--- src/rtl/gate_chain_pkg.sv ---
// gate_chain_pkg: gate-mode encodings and the per-bit gate function shared by
// every stage of gate_chain_pipe.
package gate_chain_pkg;

    typedef enum logic [1:0] {
        MODE_NOR  = 2'b00,
        MODE_NAND = 2'b01,
        MODE_XOR  = 2'b10,
        MODE_XNOR = 2'b11
    } gate_mode_e;

    // One bit of the selected two-input gate; stages apply it lane by lane.
    function automatic logic gate_fn(input logic [1:0] mode, input logic a, input logic b);
        logic r;
        case (mode)
            MODE_NOR:  r = ~(a | b);
            MODE_NAND: r = ~(a & b);
            MODE_XOR:  r = a ^ b;
            default:   r = ~(a ^ b);
        endcase
        return r;
    endfunction

endpackage

--- src/rtl/gate_chain_stage.sv ---
// gate_chain_stage: one gate of the cascade plus its register slice.
// Stage IDX combines the upstream running tap with op IDX, records the
// result into lane IDX of the tap vector and carries the operand set onward.
// With GATE_CHAIN_MODE_EN defined, the gate mode travels with the set;
// otherwise the mode register is absent and the gate is always NOR.
module gate_chain_stage
    import gate_chain_pkg::*;
#(
    parameter int STAGES = 3,
    parameter int W      = 1,
    parameter int IDX    = 0
) (
    input  logic                  clk,
    input  logic                  rst,
    input  logic                  en,
    input  logic                  vld_in,
    input  logic [W-1:0]          tap_in,
    input  logic [STAGES*W-1:0]   taps_in,
    input  logic [STAGES*W-1:0]   ops_in,
`ifdef GATE_CHAIN_MODE_EN
    input  logic [1:0]            mode_in,
    output logic [1:0]            mode_q,
`endif
    output logic                  vld_q,
    output logic [W-1:0]          tap_q,
    output logic [STAGES*W-1:0]   taps_q,
    output logic [STAGES*W-1:0]   ops_q
);

    localparam logic [STAGES*W-1:0] LANE = (STAGES*W)'({W{1'b1}});

    logic [1:0]          mode_cur;
    logic [W-1:0]        tap_nxt;
    logic [STAGES*W-1:0] taps_nxt;

`ifdef GATE_CHAIN_MODE_EN
    assign mode_cur = mode_in;
`else
    assign mode_cur = MODE_NOR;
`endif

    // Gate this stage's lane and splice it into the tap vector.
    always_comb begin
        tap_nxt = '0;
        for (int b = 0; b < W; b++)
            tap_nxt[b] = gate_fn(mode_cur, tap_in[b], ops_in[IDX*W + b]);
        taps_nxt = (taps_in & ~(LANE << (IDX*W))) | ((STAGES*W)'(tap_nxt) << (IDX*W));
    end

    // Slice register: valid follows the enable, data only loads with a real set
    // so the outputs stay quiet while bubbles pass.
    always_ff @(posedge clk or posedge rst) begin
        if (rst) begin
            vld_q  <= 1'b0;
            tap_q  <= '0;
            taps_q <= '0;
            ops_q  <= '0;
`ifdef GATE_CHAIN_MODE_EN
            mode_q <= MODE_NOR;
`endif
        end else if (en) begin
            vld_q <= vld_in;
            if (vld_in) begin
                tap_q  <= tap_nxt;
                taps_q <= taps_nxt;
                ops_q  <= ops_in;
`ifdef GATE_CHAIN_MODE_EN
                mode_q <= mode_in;
`endif
            end
        end
    end

endmodule

--- src/rtl/gate_chain_pipe.sv ---
// gate_chain_pipe: pipelined cascade of STAGES two-input gates with valid/ready
// on both sides. tap0 = f(seed, op0), tapk = f(tap(k-1), opk); all taps exposed.
// Optional feature macro: GATE_CHAIN_MODE_EN adds the op_mode port (NOR, NAND,
// XOR, XNOR per set). Without it every stage is NOR.
module gate_chain_pipe
    import gate_chain_pkg::*;
#(
    parameter int STAGES = 3,
    parameter int W      = 1
) (
    input  logic                  clk,
    input  logic                  rst,
    input  logic                  in_valid,
    output logic                  in_ready,
    input  logic [W-1:0]          in_seed,
    input  logic [STAGES*W-1:0]   in_ops,
`ifdef GATE_CHAIN_MODE_EN
    input  logic [1:0]            op_mode,
`endif
    output logic                  out_valid,
    input  logic                  out_ready,
    output logic [STAGES*W-1:0]   out_taps,
    output logic [W-1:0]          out_last
);

    // Index 0 is the upstream side; index k+1 is the output of stage k.
    logic [STAGES:0]                 vld_pipe;
    logic [STAGES:0]                 en;
    logic [STAGES:0][W-1:0]          tap_pipe;
    logic [STAGES:0][STAGES*W-1:0]   taps_pipe;
    logic [STAGES:0][STAGES*W-1:0]   ops_pipe;
`ifdef GATE_CHAIN_MODE_EN
    logic [STAGES:0][1:0]            mode_pipe;
    assign mode_pipe[0] = op_mode;
`endif

    assign vld_pipe[0]  = in_valid;
    assign tap_pipe[0]  = in_seed;
    assign taps_pipe[0] = '0;
    assign ops_pipe[0]  = in_ops;

    // Ready ripples back from the sink: a slice may load if it is empty or
    // its own contents move on this cycle. Only slice valids and out_ready feed it.
    always_comb begin
        en = '0;
        en[STAGES] = out_ready;
        for (int k = STAGES-1; k >= 0; k--)
            en[k] = !vld_pipe[k+1] || en[k+1];
    end

    for (genvar k = 0; k < STAGES; k++) begin : g_stage
        gate_chain_stage #(
            .STAGES (STAGES),
            .W      (W),
            .IDX    (k)
        ) u_stage (
            .clk     (clk),
            .rst     (rst),
            .en      (en[k]),
            .vld_in  (vld_pipe[k]),
            .tap_in  (tap_pipe[k]),
            .taps_in (taps_pipe[k]),
            .ops_in  (ops_pipe[k]),
`ifdef GATE_CHAIN_MODE_EN
            .mode_in (mode_pipe[k]),
            .mode_q  (mode_pipe[k+1]),
`endif
            .vld_q   (vld_pipe[k+1]),
            .tap_q   (tap_pipe[k+1]),
            .taps_q  (taps_pipe[k+1]),
            .ops_q   (ops_pipe[k+1])
        );
    end

    assign in_ready  = en[0];
    assign out_valid = vld_pipe[STAGES];
    assign out_taps  = taps_pipe[STAGES];
    assign out_last  = tap_pipe[STAGES];

    // Operands and mode leaving the last slice have no consumer.
    logic unused_tail;
`ifdef GATE_CHAIN_MODE_EN
    assign unused_tail = ^{ops_pipe[STAGES], mode_pipe[STAGES]};
`else
    assign unused_tail = ^ops_pipe[STAGES];
`endif

endmodule

--- config.mk ---
export PLATFORM = sky130hd
export DESIGN_NAME = gate_chain_pipe
export DESIGN_NICKNAME = d
export VERILOG_FILES = /design/src/rtl/gate_chain_pkg.sv /design/src/rtl/gate_chain_stage.sv /design/src/rtl/gate_chain_pipe.sv
export SDC_FILE = /design/constraint.sdc
export NUM_CORES = 1
export LEC_CHECK = 0
export ABC_AREA = 1
export BUFFER_PORTS_ARGS = -buffer_cell sky130_fd_sc_hd__buf_2
export CORE_AREA = 2 2 39 41
export CTS_CLUSTER_SIZE = 10
export DETAILED_ROUTE_END_ITERATION = 8
export DIE_AREA = 0 0 41 43
export SLEW_MARGIN = 20
export SYNTH_ARGS = -nofsm -noshare
export SYNTH_HDL_FRONTEND = slang
export SYNTH_SLANG_ARGS = --single-unit
--- constraint.sdc ---
create_clock -name clk -period 0.88 [get_ports clk]
set_input_delay 0.088 -clock clk [delete_from_list [all_inputs] [get_ports clk]]
set_output_delay 0.088 -clock clk [all_outputs]
set_load 0.01 [all_outputs]
### Word-level counts from Yosys, hierarchy flattened

Cells that the tools add are included.

* reductions and logical operators: 9
* bitwise operators: 8

Operator list (number)
* $reduce_and 2->1: 3
* $logic_not 1->1: 3
* $logic_or 1x1->1: 3
* $not 1->1: 3
* $or 1x1->1: 3
* $or 2x3->3: 1
* $or 1x2->2: 1

* register bits: 17
* word-level logic and storage cells: 27
* input port bits: 8

### Longest topological paths before layout

Gate-level depths: netlist (run 1).

* depth in word-level cells: 5
* depth in mapped cells: 5
* depth with buffers taken out: 5

### Cells and area by module

A second synthesis (run 1) with hierarchy kept.

* cell total of the unflattened synthesis: 101
* area, all modules: 852.1 µm²

Modules (own cells, without submodules)
* gate_chain_stage: instances 3, sequential area each 175.2 µm², cells each 32, area an instance 276.5 µm²
* gate_chain_pipe: instances 1, sequential area each 0.0 µm², cells each 5, area an instance 22.5 µm²

### Worst setup path before layout (run 1)

OpenSTA, ideal clock, no wires.

* kind: register -> register
* start: register g_stage[2].u_stage.vld_q
* end: register g_stage[2].u_stage.taps_q[2]
* stages on the path, launching flop included: 5
* clock period less this slack: 0.938 ns
* arrival time: 0.812 ns
* path buffers: 0
* path slack: -0.058 ns
* cells stage by stage: dfrtp_1 nand2_1 nand2_1 nand2_1 o21ai_0

* cells in the longest elaborated chain, start to end: 3

RTL lines
* from (decl): RTL line gate_chain_stage.sv:24 `output logic vld_q,`
* from (signal assigned): RTL line gate_chain_stage.sv:62 `vld_q <= vld_in;`
* $logic_not 1->1: RTL line gate_chain_pipe.sv:48 `en[k] = !vld_pipe[k+1] || en[k+1];`
* $logic_or 1x1->1: RTL line gate_chain_pipe.sv:48
* $reduce_and 2->1 (no line)
* to (signal assigned): RTL line gate_chain_stage.sv:65 `taps_q <= taps_nxt;`
* to (decl): RTL line gate_chain_stage.sv:26 `output logic [STAGES*W-1:0] taps_q,`

Every way passes these cells.
A chain may end at the register's enable or synchronous reset.

### Final worst setup path (run 1)

* start: register g_stage[2].u_stage.vld_q
* end: output port out_valid

RTL lines
* to (decl): RTL line gate_chain_pipe.sv:20 `output logic out_valid,`

No word-level cell between the ends.

==> run_results.csv, run 1 <==
group,metric,value,unit
sta,setup_slack,-164,ps
power_and_ir_drop,power.switching,0.000617,W
grt,grt_overflow,0,
outcome,status,"finished with violations",
setup_path,crit_family,"flip-flops",
sta,finClkSkew,5.11,ps
sta,tightest_slew,454,ps
grt,grt_pass1_vias,393,
synthesis,synthCells,52,
synthesis,synth_area,504,µm²
sta,slew_violations,0,
clocking,cts_max_path_buffers,2,
sta,slew_headroom,69.7,%
sta,finalCriticalPeriod,1040,ps
final_layout,drive_gt1_share,46.7,%
synthesis,synthTopCellsByArea,"dfrtp_1 60%, nand2_1 16%, nand3_1 6.9%",
synthesis,synthArstFlopShare,100,%
synthesis,synth_largest_area_cell,"dfrtp_1",
setup_path,critical_path_class,"register to output port",
sta,finalCritPeriodShare,119,%
setup_path,worstPathArrival,960,ps
drt,vias,413,
min_path,hp-class,"input pin to register",
drt,via_per_inst,4.54,
floorplanning,die_h,43,µm
floorplanning,core,1380,µm²
place,hpwl,636,µm
sta,finalHoldViolations,0,
clocking,cts_tree,"built",
place,place_area,604,µm²
synthesis,avgSynthCellArea,9.70,µm²
setup_path,r2r_end,"g_stage[1].u_stage.taps_q[1]$_DFFE_PP0P_",
floorplanning,die_x,41,µm
final_layout,nets,84,
power_and_ir_drop,peakVddDrop,1070,µV
setup_path,cp-end-kind,"output port",
synthesis,syn-num-nets,60,
final_layout,insertedDiodeCount,0,
floorplanning,fp-row-count,14,
setup_path,critPathMaxFanout,3,
setup_path,cp_num_buf_inv,2,
setup_path,startpoint_type,"register",
setup_path,cp_cell_sequence,"buf_6, buf_6",
min_path,hold_path_end,"g_stage[0].u_stage.ops_q[2]$_DFFE_PP0P_",
final_layout,final_cell_area,714,µm²
min_path,hold-path-cell-count,3,
drt,wl,860,µm
power_and_ir_drop,finalPower,0.00193,W
clocking,root_buffer,"clkbuf_4",
setup_path,r2r-start,"g_stage[2].u_stage.vld_q$_DFFE_PP0P_",
setup_path,slowest_stage,"dfrtp_2",
clocking,cts.clk_slew.worst_paths,80,ps
setup_path,crit_required,790,ps
drt,wl_per_cell,9.45,µm
synthesis,synth_top_area_share,59.6,%
setup_path,rr_worst_depth,5,
floorplanning,dieArea,1760,µm²
setup_path,rrSetupSlack,-100,ps
synthesis,synth.distinct_cells,12,
setup_path,cpMostUsedCell,"buf_6",
drt,dr.pass1.iters,2,
place,port_buffers,13,
floorplanning,ios,14,
min_path,worstHoldStart,"in_ops[2]",
setup_path,cpPeakStageDelay,440,ps
synthesis,synth_commonest_cells,"21 x nand2_1, 12 x dfrtp_1, 7 x nand3_1",
place,dp.cells,82,
drt,ant_nets,0,
drt,drtIter0Drc,5,
power_and_ir_drop,pwr-share-comb,34.1,%
power_and_ir_drop,seqPwrFrac,43.2,%
synthesis,ys_seq_area_share,59.6,%
clocking,htreeDepth,1,
power_and_ir_drop,internal_power,0.00131,W
power_and_ir_drop,p_sw_share,31.9,%
sta,rsz0062_at_grt,"yes",
synthesis,synthFlopType,"dfrtp_1",
drt,drc,0,
clocking,cts.sinks,12,
floorplanning,start_util,36.4,%
sta,max_freq,0.957,GHz
place,place.gp.congestion,0.655,
power_and_ir_drop,p_leak,0.382,nW
synthesis,yosysWarnings,0,
grt,grt_max_degree,13,
final_layout,fin_cells,91,
power_and_ir_drop,power_frac_clock,22.7,%
synthesis,yosys_register_bits,12,
clocking,insertion_delay,270,ps
grt,grt_pass1_wl,1500,µm
final_layout,areaGrowthSynthToFinish,41.7,%
grt,grtUsageTotal,12.7,%
setup_path,cp_num_cells,2,
grt,antenna_found_initial,0,
job,maxCapViolations,0,
clocking,numCtsBuffers,3,
sta,setup_viol,15,
power_and_ir_drop,power_density,2700,nW/µm²
synthesis,yosysMostFrequentCell,"nand2_1",
outcome,failed_checks,"setup timing",
synthesis,synth_edf_count,0,
## kinds of logic (layout without fill, tap and decap cells)
logic type             after synthesis  in the layout  share of synthesized area [%]
flip-flops                          12             12                           59.6
AND/OR/NAND/NOR                     35             35                           35.5
buffers and inverters                3             26                           2.98
AO/OA/AOI/OAI                        2              2                           1.99
## repair_timing
item	in CTS	in global routing
hold buffers	1	0
pin swaps	1	1
endpoints found under the hold margin	12	0
setup endpoints to repair	14	18
gates resized for setup	5	3
setup buffers	4	0
## worst register-to-register path, delay by kind of cell, from the launching register on
family | cells | cell delay (ps)
buffers and inverters | 1 | 130
DFF | 1 | 440
and+or+nand+nor | 3 | 230
AOI/OAI and AO/OA | 1 | 60
## layout make-up
type	instances	area (µm²)
clock buffer	4	36.3
fill	136	669
inverter	2	7.51
multi-input combinational	37	204
sequential	12	303
tap	16	20.0
timing repair buffer	20	144
## cells in the final DEF, fill, tap and decap left out, types with 2 or more instances in the layout
| cell | count |
|---|---|
| dfrtp_1 | 10 |
| or2_2 | 2 |
| buf_2 | 11 |
| nand2_1 | 17 |
| buf_6 | 5 |
| nand3_1 | 7 |
| o21ai_0 | 2 |
| clkbuf_4 | 3 |
| dfrtp_2 | 2 |
| inv_1 | 2 |
| nand2_2 | 4 |
| buf_4 | 3 |
| nand2_4 | 2 |
## power by group through the flow
stage | Clock [W] | Combinational, W | Sequential (W)
2_1_floorplan | 0 | 0.000286 | 0.000901
3_3_place_gp | 0 | 0.000499 | 0.000869
3_5_place_dp | 0 | 0.000496 | 0.000873
4_1_cts | 0.000445 | 0.000656 | 0.000837
5_1_grt | 0.000483 | 0.000748 | 0.000859
6_report | 0.000438 | 0.000660 | 0.000835
## per-stage QoR
| stage | utilization (%) | hold WS [ps] | TNS (ps) | setup WS [ps] |
|---|---|---|---|---|
| global route | 51.6 | 59.8 | -1970 | -199 |
| detailed placement | 43.7 | 112 | -18.2 | -12.7 |
| finish | 51.6 | 41.5 | -1100 | -164 |
| CTS | 50.9 | 42.5 | -1120 | -163 |
| global placement | 43.7 | 119 | -56.6 | -27.9 |
| floorplan | - | -47.4 | 0 | 12.7 |
## worst max-delay path by stage
stage                                               from                                       end  slack (ps)
global placement    g_stage[1].u_stage.vld_q$_DFFE_PP0P_  g_stage[1].u_stage.taps_q[1]$_DFFE_PP0P_         -30
global route        g_stage[2].u_stage.vld_q$_DFFE_PP0P_                                 out_valid        -200
finish              g_stage[2].u_stage.vld_q$_DFFE_PP0P_                                 out_valid        -160
floorplan           g_stage[2].u_stage.vld_q$_DFFE_PP0P_      g_stage[0].u_stage.tap_q$_DFFE_PP0P_          10
detailed placement  g_stage[1].u_stage.vld_q$_DFFE_PP0P_  g_stage[1].u_stage.taps_q[1]$_DFFE_PP0P_         -10
CTS                 g_stage[2].u_stage.vld_q$_DFFE_PP0P_                                 out_valid        -160
## layer usage
layer  track usage, %  vias up  routed length [µm]
met2             20.0       16                 417
met4             6.00        0                  15
met5                0        -                   0
met3             4.71        2                  54
li1                 -      213                   -
met1             14.5      182                 372
## sequential cells by signal, summed over array words and instances (netlist names)
register,cells
g_stage.u_stage.taps_q,5
g_stage.u_stage.ops_q,3
g_stage.u_stage.vld_q,3
g_stage.u_stage.tap_q,1
Power figures use the tool's default switching activity.
==> run 2, diff against run 1 <==
--- a/config.mk
+++ b/config.mk
@@ -7,11 +7,11 @@
 export LEC_CHECK = 0
 export ABC_AREA = 1
 export BUFFER_PORTS_ARGS = -buffer_cell sky130_fd_sc_hd__buf_2
-export CORE_AREA = 2 2 39 41
+export CORE_UTILIZATION = 40
 export CTS_CLUSTER_SIZE = 10
 export DETAILED_ROUTE_END_ITERATION = 8
-export DIE_AREA = 0 0 41 43
 export SLEW_MARGIN = 20
 export SYNTH_ARGS = -nofsm -noshare
 export SYNTH_HDL_FRONTEND = slang
+export SYNTH_HIERARCHICAL = 1
 export SYNTH_SLANG_ARGS = --single-unit
==> run 2 against run 1 <==
The run still ends with setup timing left. First-iteration DRC count is 40% higher. Synthesized area is 3.5% higher. Non-clock buffer count is 2 higher. Die area is 18% lower. Critical endpoint unchanged.
==> run_results.csv, run 2 <==
group,metric,value,unit
outcome,status,"finished with violations",
outcome,failed_checks,"setup timing",
final_layout,areaGrowthSynthToFinish,38.1,%
final_layout,largest_register,"g_stage.u_stage/taps_q",
clocking,insertion_delay,270,ps
floorplanning,die_h,38.1,µm
clocking,root_buffer,"clkbuf_4",
grt,grt_max_degree,8,
sta,finalHoldViolations,0,
sta,finalCriticalPeriod,1040,ps
grt,grt_overflow,0,
clocking,numCtsBuffers,3,
power_and_ir_drop,pwr-share-comb,29.4,%
place,port_buffers,13,
final_layout,fin_cells,101,
synthesis,synth_area,522,µm²
drt,wl,856,µm
setup_path,cp-end-kind,"output port",
final_layout,final_common_cell,"nand2_1",
floorplanning,start_util,45.1,%
clocking,cts.sinks,12,
synthesis,avgSynthCellArea,8.15,µm²
sta,tightest_slew,167,ps
floorplanning,die_x,38.1,µm
final_layout,nets,96,
setup_path,cp_cell_sequence,"buf_4, buf_2",
power_and_ir_drop,seqPwrFrac,44.4,%
drt,ant_nets,0,
final_layout,fill_cells,103,
final_layout,seqCellArea,300,µm²
power_and_ir_drop,internal_power,0.00118,W
sta,max_freq,0.963,GHz
setup_path,critical_path_class,"register to output port",
power_and_ir_drop,p_leak,0.424,nW
power_and_ir_drop,finalPower,0.00166,W
sta,setup_viol,9,
drt,via_per_inst,4.27,
final_layout,multi_input_area,183,µm²
sta,slew_headroom,88.9,%
drt,vias,431,
setup_path,critPathMaxFanout,4,
clocking,cts.clk_slew.worst_paths,70,ps
floorplanning,ios,14,
power_and_ir_drop,power_density,2310,nW/µm²
final_layout,drive_gt1_share,39.1,%
final_layout,most-common-layout-cells,"25 x nand2_1, 12 x dfrtp_1, 12 x buf_2",
place,dp.cells,90,
drt,drc,0,
final_layout,reg_top3,"g_stage.u_stage/taps_q (6), g_stage.u_stage/ops_q (3), g_stage.u_stage/vld_q (3)",
grt,grt_pass1_vias,403,
setup_path,worstPathArrival,950,ps
final_layout,insertedDiodeCount,0,
final_layout,fin_util,62.3,%
sta,slew_violations,0,
drt,wl_per_cell,8.48,µm
clocking,cts_tree,"built",
setup_path,startpoint_type,"register",
sta,rsz0062_at_grt,"yes",
grt,grt_pass1_wl,1500,µm
sta,setup_slack,-158,ps
floorplanning,fp-row-count,12,
drt,dr.pass1.iters,2,
synthesis,yosysWarnings,6,
power_and_ir_drop,power_frac_clock,26.1,%
min_path,hp-class,"input pin to register",
power_and_ir_drop,peakVddDrop,1110,µV
power_and_ir_drop,power.switching,0.000486,W
sta,finalCritPeriodShare,118,%
synthesis,syn-num-nets,72,
grt,grtUsageTotal,15.6,%
clocking,htreeDepth,1,
place,hpwl,624,µm
synthesis,synthCells,64,
setup_path,slowest_stage,"dfrtp_1",
final_layout,largest_register_ffs,6,
clocking,cts_max_path_buffers,2,
floorplanning,core,1160,µm²
setup_path,crit_required,790,ps
floorplanning,dieArea,1450,µm²
setup_path,rrSetupSlack,-110,ps
job,maxCapViolations,0,
place,place.gp.congestion,0.676,
sta,finClkSkew,1.67,ps
drt,drtIter0Drc,7,
power_and_ir_drop,p_sw_share,29.3,%
grt,antenna_found_initial,0,
setup_path,cpPeakStageDelay,410,ps
run 2: path summary, 6_finish.rpt:
path / cells after the start / startpoint / end
worst min-delay path: 3 / in_ops[2] / g_stage[0].u_stage/ops_q[2]$_DFFE_PP0P_
worst min register to register: 2 / g_stage[1].u_stage/taps_q[0]$_DFFE_PP0P_ / g_stage[2].u_stage/taps_q[0]$_DFFE_PP0P_
max in group asynchronous: 3 / rst / g_stage[0].u_stage/vld_q$_DFFE_PP0P_
min in group asynchronous: 3 / rst / g_stage[1].u_stage/taps_q[0]$_DFFE_PP0P_
worst max register to register: 6 / g_stage[2].u_stage/vld_q$_DFFE_PP0P_ / g_stage[0].u_stage/taps_q[0]$_DFFE_PP0P_
worst max-delay path: 2 / g_stage[2].u_stage/vld_q$_DFFE_PP0P_ / out_valid
run 2: critical path: cells and delay by family (launching register included):
kind | cells | cell delay (ps)
DFF | 1 | 410
buffers and inverters | 2 | 270
run 2: what timing repair did:
item | in CTS | in global routing
setup buffers | 4 | 1
hold buffers | 2 | 0
gates resized for setup | 3 | 6
hold endpoints to repair | 13 | 0
pin swaps | 2 | 1
setup endpoints to repair | 16 | 18
run 2: through the flow:
stage	cell area [µm²]	hold WS [ps]	setup TNS (ps)	setup WS, ps
6_report	721	12.1	-704	-158
5_1_grt	721	10.6	-1610	-196
4_1_cts	693	1.99	-734	-174
3_5_place_dp	597	-0.512	-208	-50.9
3_3_place_gp	597	-0.453	-121	-33.4
2_1_floorplan	522	-146	-619	-156
run 2: cell type report:
cell class,count,share of cell area [%]
tap,14,2.43
timing repair buffer,22,20.0
clock buffer,4,5.03
multi-input combinational,39,25.3
inverter,10,5.56
sequential,12,41.7
run 2: power groups by stage:
stage                     clock network (W)  logic, W  registers (W)
after CTS                          0.000455  0.000447       0.000735
after floorplan                           0  0.000222       0.000777
after global placement                    0  0.000352       0.000745
after detailed placement                  0  0.000350       0.000749
final                              0.000434  0.000489       0.000738
after global routing               0.000475  0.000555       0.000754
run 2: metal layers:
layer  global-route usage, %  part of all wire [%]  up-vias
met2                    25.0                    43       12
li1                        -                     -      234
met1                    18.5                    50      183
met4                    10.7                   2.8        0
met5                       0                     0        -
met3                    3.49                   4.4        2
==> run 3, diff against run 2 <==
--- a/config.mk
+++ b/config.mk
@@ -5,8 +5,9 @@
 export SDC_FILE = /design/constraint.sdc
 export NUM_CORES = 1
 export LEC_CHECK = 0
-export ABC_AREA = 1
+export ABC_AREA = 0
 export BUFFER_PORTS_ARGS = -buffer_cell sky130_fd_sc_hd__buf_2
+export CAP_MARGIN = 20
 export CORE_UTILIZATION = 40
 export CTS_CLUSTER_SIZE = 10
 export DETAILED_ROUTE_END_ITERATION = 8
==> constraint.sdc (replaced) <==
create_clock -name clk -period 0.95 [get_ports clk]
set_input_delay 0.095 -clock clk [delete_from_list [all_inputs] [get_ports clk]]
set_output_delay 0.095 -clock clk [all_outputs]
set_load 0.01 [all_outputs]
==> run 3 against run 2 <==
Clock power shrank 4.8%. Combinational power grew 8.2%. Largest cell class unchanged. Wire length grew 21%. Clock skew shrank 0.53 ps. The run still ends with setup timing left. Clock-buffer cell count is the same. Cell count shrank 23%. Critical endpoint is now in_ready. Critical path depth grew 1. Worst hold slack gained 38 ps. Sequential power shrank 1%. Die area shrank 1.4%. Sequential share of layout area shrank 0.99 points.
==> run_results.csv, run 3 <==
group,metric,value,unit
grt,grt_pass1_vias,413,
setup_path,slowest_stage,"dfrtp_1",
floorplanning,die_h,37.9,µm
sta,setup_slack,-256,ps
outcome,failed_checks,"setup timing",
floorplanning,die_x,37.9,µm
floorplanning,ios,14,
job,maxCapViolations,0,
synthesis,avgSynthCellArea,12.2,µm²
final_layout,most-common-layout-cells,"12 x dfrtp_1, 12 x buf_2, 9 x mux2_4",
setup_path,critPathMaxFanout,5,
grt,grt_max_degree,8,
clocking,cts_max_path_buffers,2,
grt,grtUsageTotal,19.6,%
drt,dr.pass1.iters,4,
drt,drc,0,
place,dp.cells,68,
place,place_area,619,µm²
floorplanning,core,1160,µm²
clocking,cts.sinks,12,
setup_path,cp_cell_sequence,"nand4b_1, buf_4, buf_6",
sta,max_freq,0.829,GHz
final_layout,areaGrowthSynthToFinish,43.6,%
place,port_buffers,13,
synthesis,synth_area,514,µm²
final_layout,drive_gt1_share,59.4,%
drt,drtIter0Drc,15,
min_path,hp-class,"input pin to register",
synthesis,yosysWarnings,6,
power_and_ir_drop,finalPower,0.00167,W
final_layout,final_cell_area,738,µm²
final_layout,largest_register,"g_stage.u_stage/taps_q",
setup_path,critical_path_class,"register to output port",
final_layout,fill_cells,90,
setup_path,crit_family,"flip-flops",
final_layout,insertedDiodeCount,0,
clocking,root_buffer,"clkbuf_4",
sta,slew_headroom,84.1,%
place,pre_cts_ws,-195,ps
sta,finalCriticalPeriod,1210,ps
final_layout,fin_cells,78,
setup_path,startpoint_type,"register",
synthesis,syn-num-nets,50,
setup_path,cp_num_buf_inv,2,
grt,grt_pass1_wl,1770,µm
drt,ant_nets,0,
place,place.gp.congestion,0.781,
power_and_ir_drop,power_density,2260,nW/µm²
clocking,htreeDepth,1,
clocking,insertion_delay,270,ps
drt,wl_per_cell,13.2,µm
sta,finalHoldViolations,0,
sta,tightest_slew,238,ps
setup_path,worstPathArrival,1110,ps
final_layout,reg_top3,"g_stage.u_stage/taps_q (6), g_stage.u_stage/ops_q (3), g_stage.u_stage/vld_q (3)",
clocking,numCtsBuffers,3,
grt,grt_overflow,0,
clocking,cts.clk_slew.worst_paths,80,ps
setup_path,crit_required,850,ps
outcome,status,"finished with violations",
place,hpwl,802,µm
setup_path,cpPeakStageDelay,400,ps
power_and_ir_drop,p_leak,0.396,nW
setup_path,cp-end-kind,"output port",
sta,setup_viol,11,
drt,via_per_inst,4.85,
final_layout,nets,73,
sta,finalCritPeriodShare,127,%
synthesis,synthCells,42,
floorplanning,dieArea,1430,µm²
drt,vias,378,
final_layout,largest_register_ffs,6,
power_and_ir_drop,peakVddDrop,955,µV
sta,rsz0062_at_grt,"yes",
drt,wl,1030,µm
floorplanning,start_util,44.5,%
clocking,cts_tree,"built",
sta,finClkSkew,1.14,ps
grt,antenna_found_initial,0,
sta,fin_setup_tns,-2110,ps
sta,slew_violations,0,
floorplanning,fp-row-count,12,
run 3: area by class of cell:
| class | instances | area (µm²) | share of cell area [%] |
|---|---|---|---|
| Clock buffer | 4 | 36.3 | 4.92 |
| Multi-Input combinational cell | 21 | 224 | 30.3 |
| Inverter | 6 | 22.5 | 3.05 |
| Tap cell | 14 | 17.5 | 2.37 |
| Timing Repair Buffer | 21 | 138 | 18.6 |
| Sequential cell | 12 | 300 | 40.7 |
run 3: through the flow:
step / utilization, % / hold slack [ps]
global route: 63.9 / 47.7
detailed placement: 53.6 / 1.16
CTS: 61.8 / 53.4
floorplan: - / -139
global placement: 53.6 / -2.04
finish: 63.9 / 50.1
run 3: worst reg2reg max path, delay by kind of cell (launching register included):
family                 cells  cell delay [ps]
buffers and inverters      2              270
DFF                        1              420
muxes                      1              300
and+or+nand+nor            1               70
run 3: path summary, 6_finish.rpt:
kind / slack (ps) / depth (start not counted) / startpoint / to
max: -260 / 3 / g_stage[2].u_stage/vld_q$_DFFE_PP0P_ / in_ready
min: 50 / 2 / in_ops[1] / g_stage[0].u_stage/ops_q[1]$_DFFE_PP0P_
max reg2reg: -220 / 4 / g_stage[1].u_stage/vld_q$_DFFE_PP0P_ / g_stage[2].u_stage/taps_q[1]$_DFFE_PP0P_
min reg2reg: 510 / 1 / g_stage[2].u_stage/taps_q[0]$_DFFE_PP0P_ / g_stage[2].u_stage/taps_q[0]$_DFFE_PP0P_
max in group asynchronous: 520 / 3 / rst / g_stage[2].u_stage/taps_q[0]$_DFFE_PP0P_
min in group asynchronous: 260 / 3 / rst / g_stage[1].u_stage/taps_q[0]$_DFFE_PP0P_
run 3: what timing repair did:
item / in CTS / in global routing
pin swaps: 4 / 3
gates resized for setup: 6 / 4
cloned: 0 / 0
hold buffers: 1 / 0
hold endpoints to repair: 12 / 0
setup endpoints to repair: 12 / 14
buffers inserted: 4 / 2
run 3: report_power, final:
group | internal, W | total (W) | switching [W]
clock network | 0.000233 | 0.000413 | 0.000180
registers | 0.000638 | 0.000728 | 0.0000894
logic | 0.000315 | 0.000529 | 0.000214
run 3: metal layers:
metal | wire length, µm | track usage, %
met1 | 403 | 20.1
met2 | 568 | 34.1
met3 | 50 | 5.36
met4 | 10 | 13.4
met5 | 0 | 0
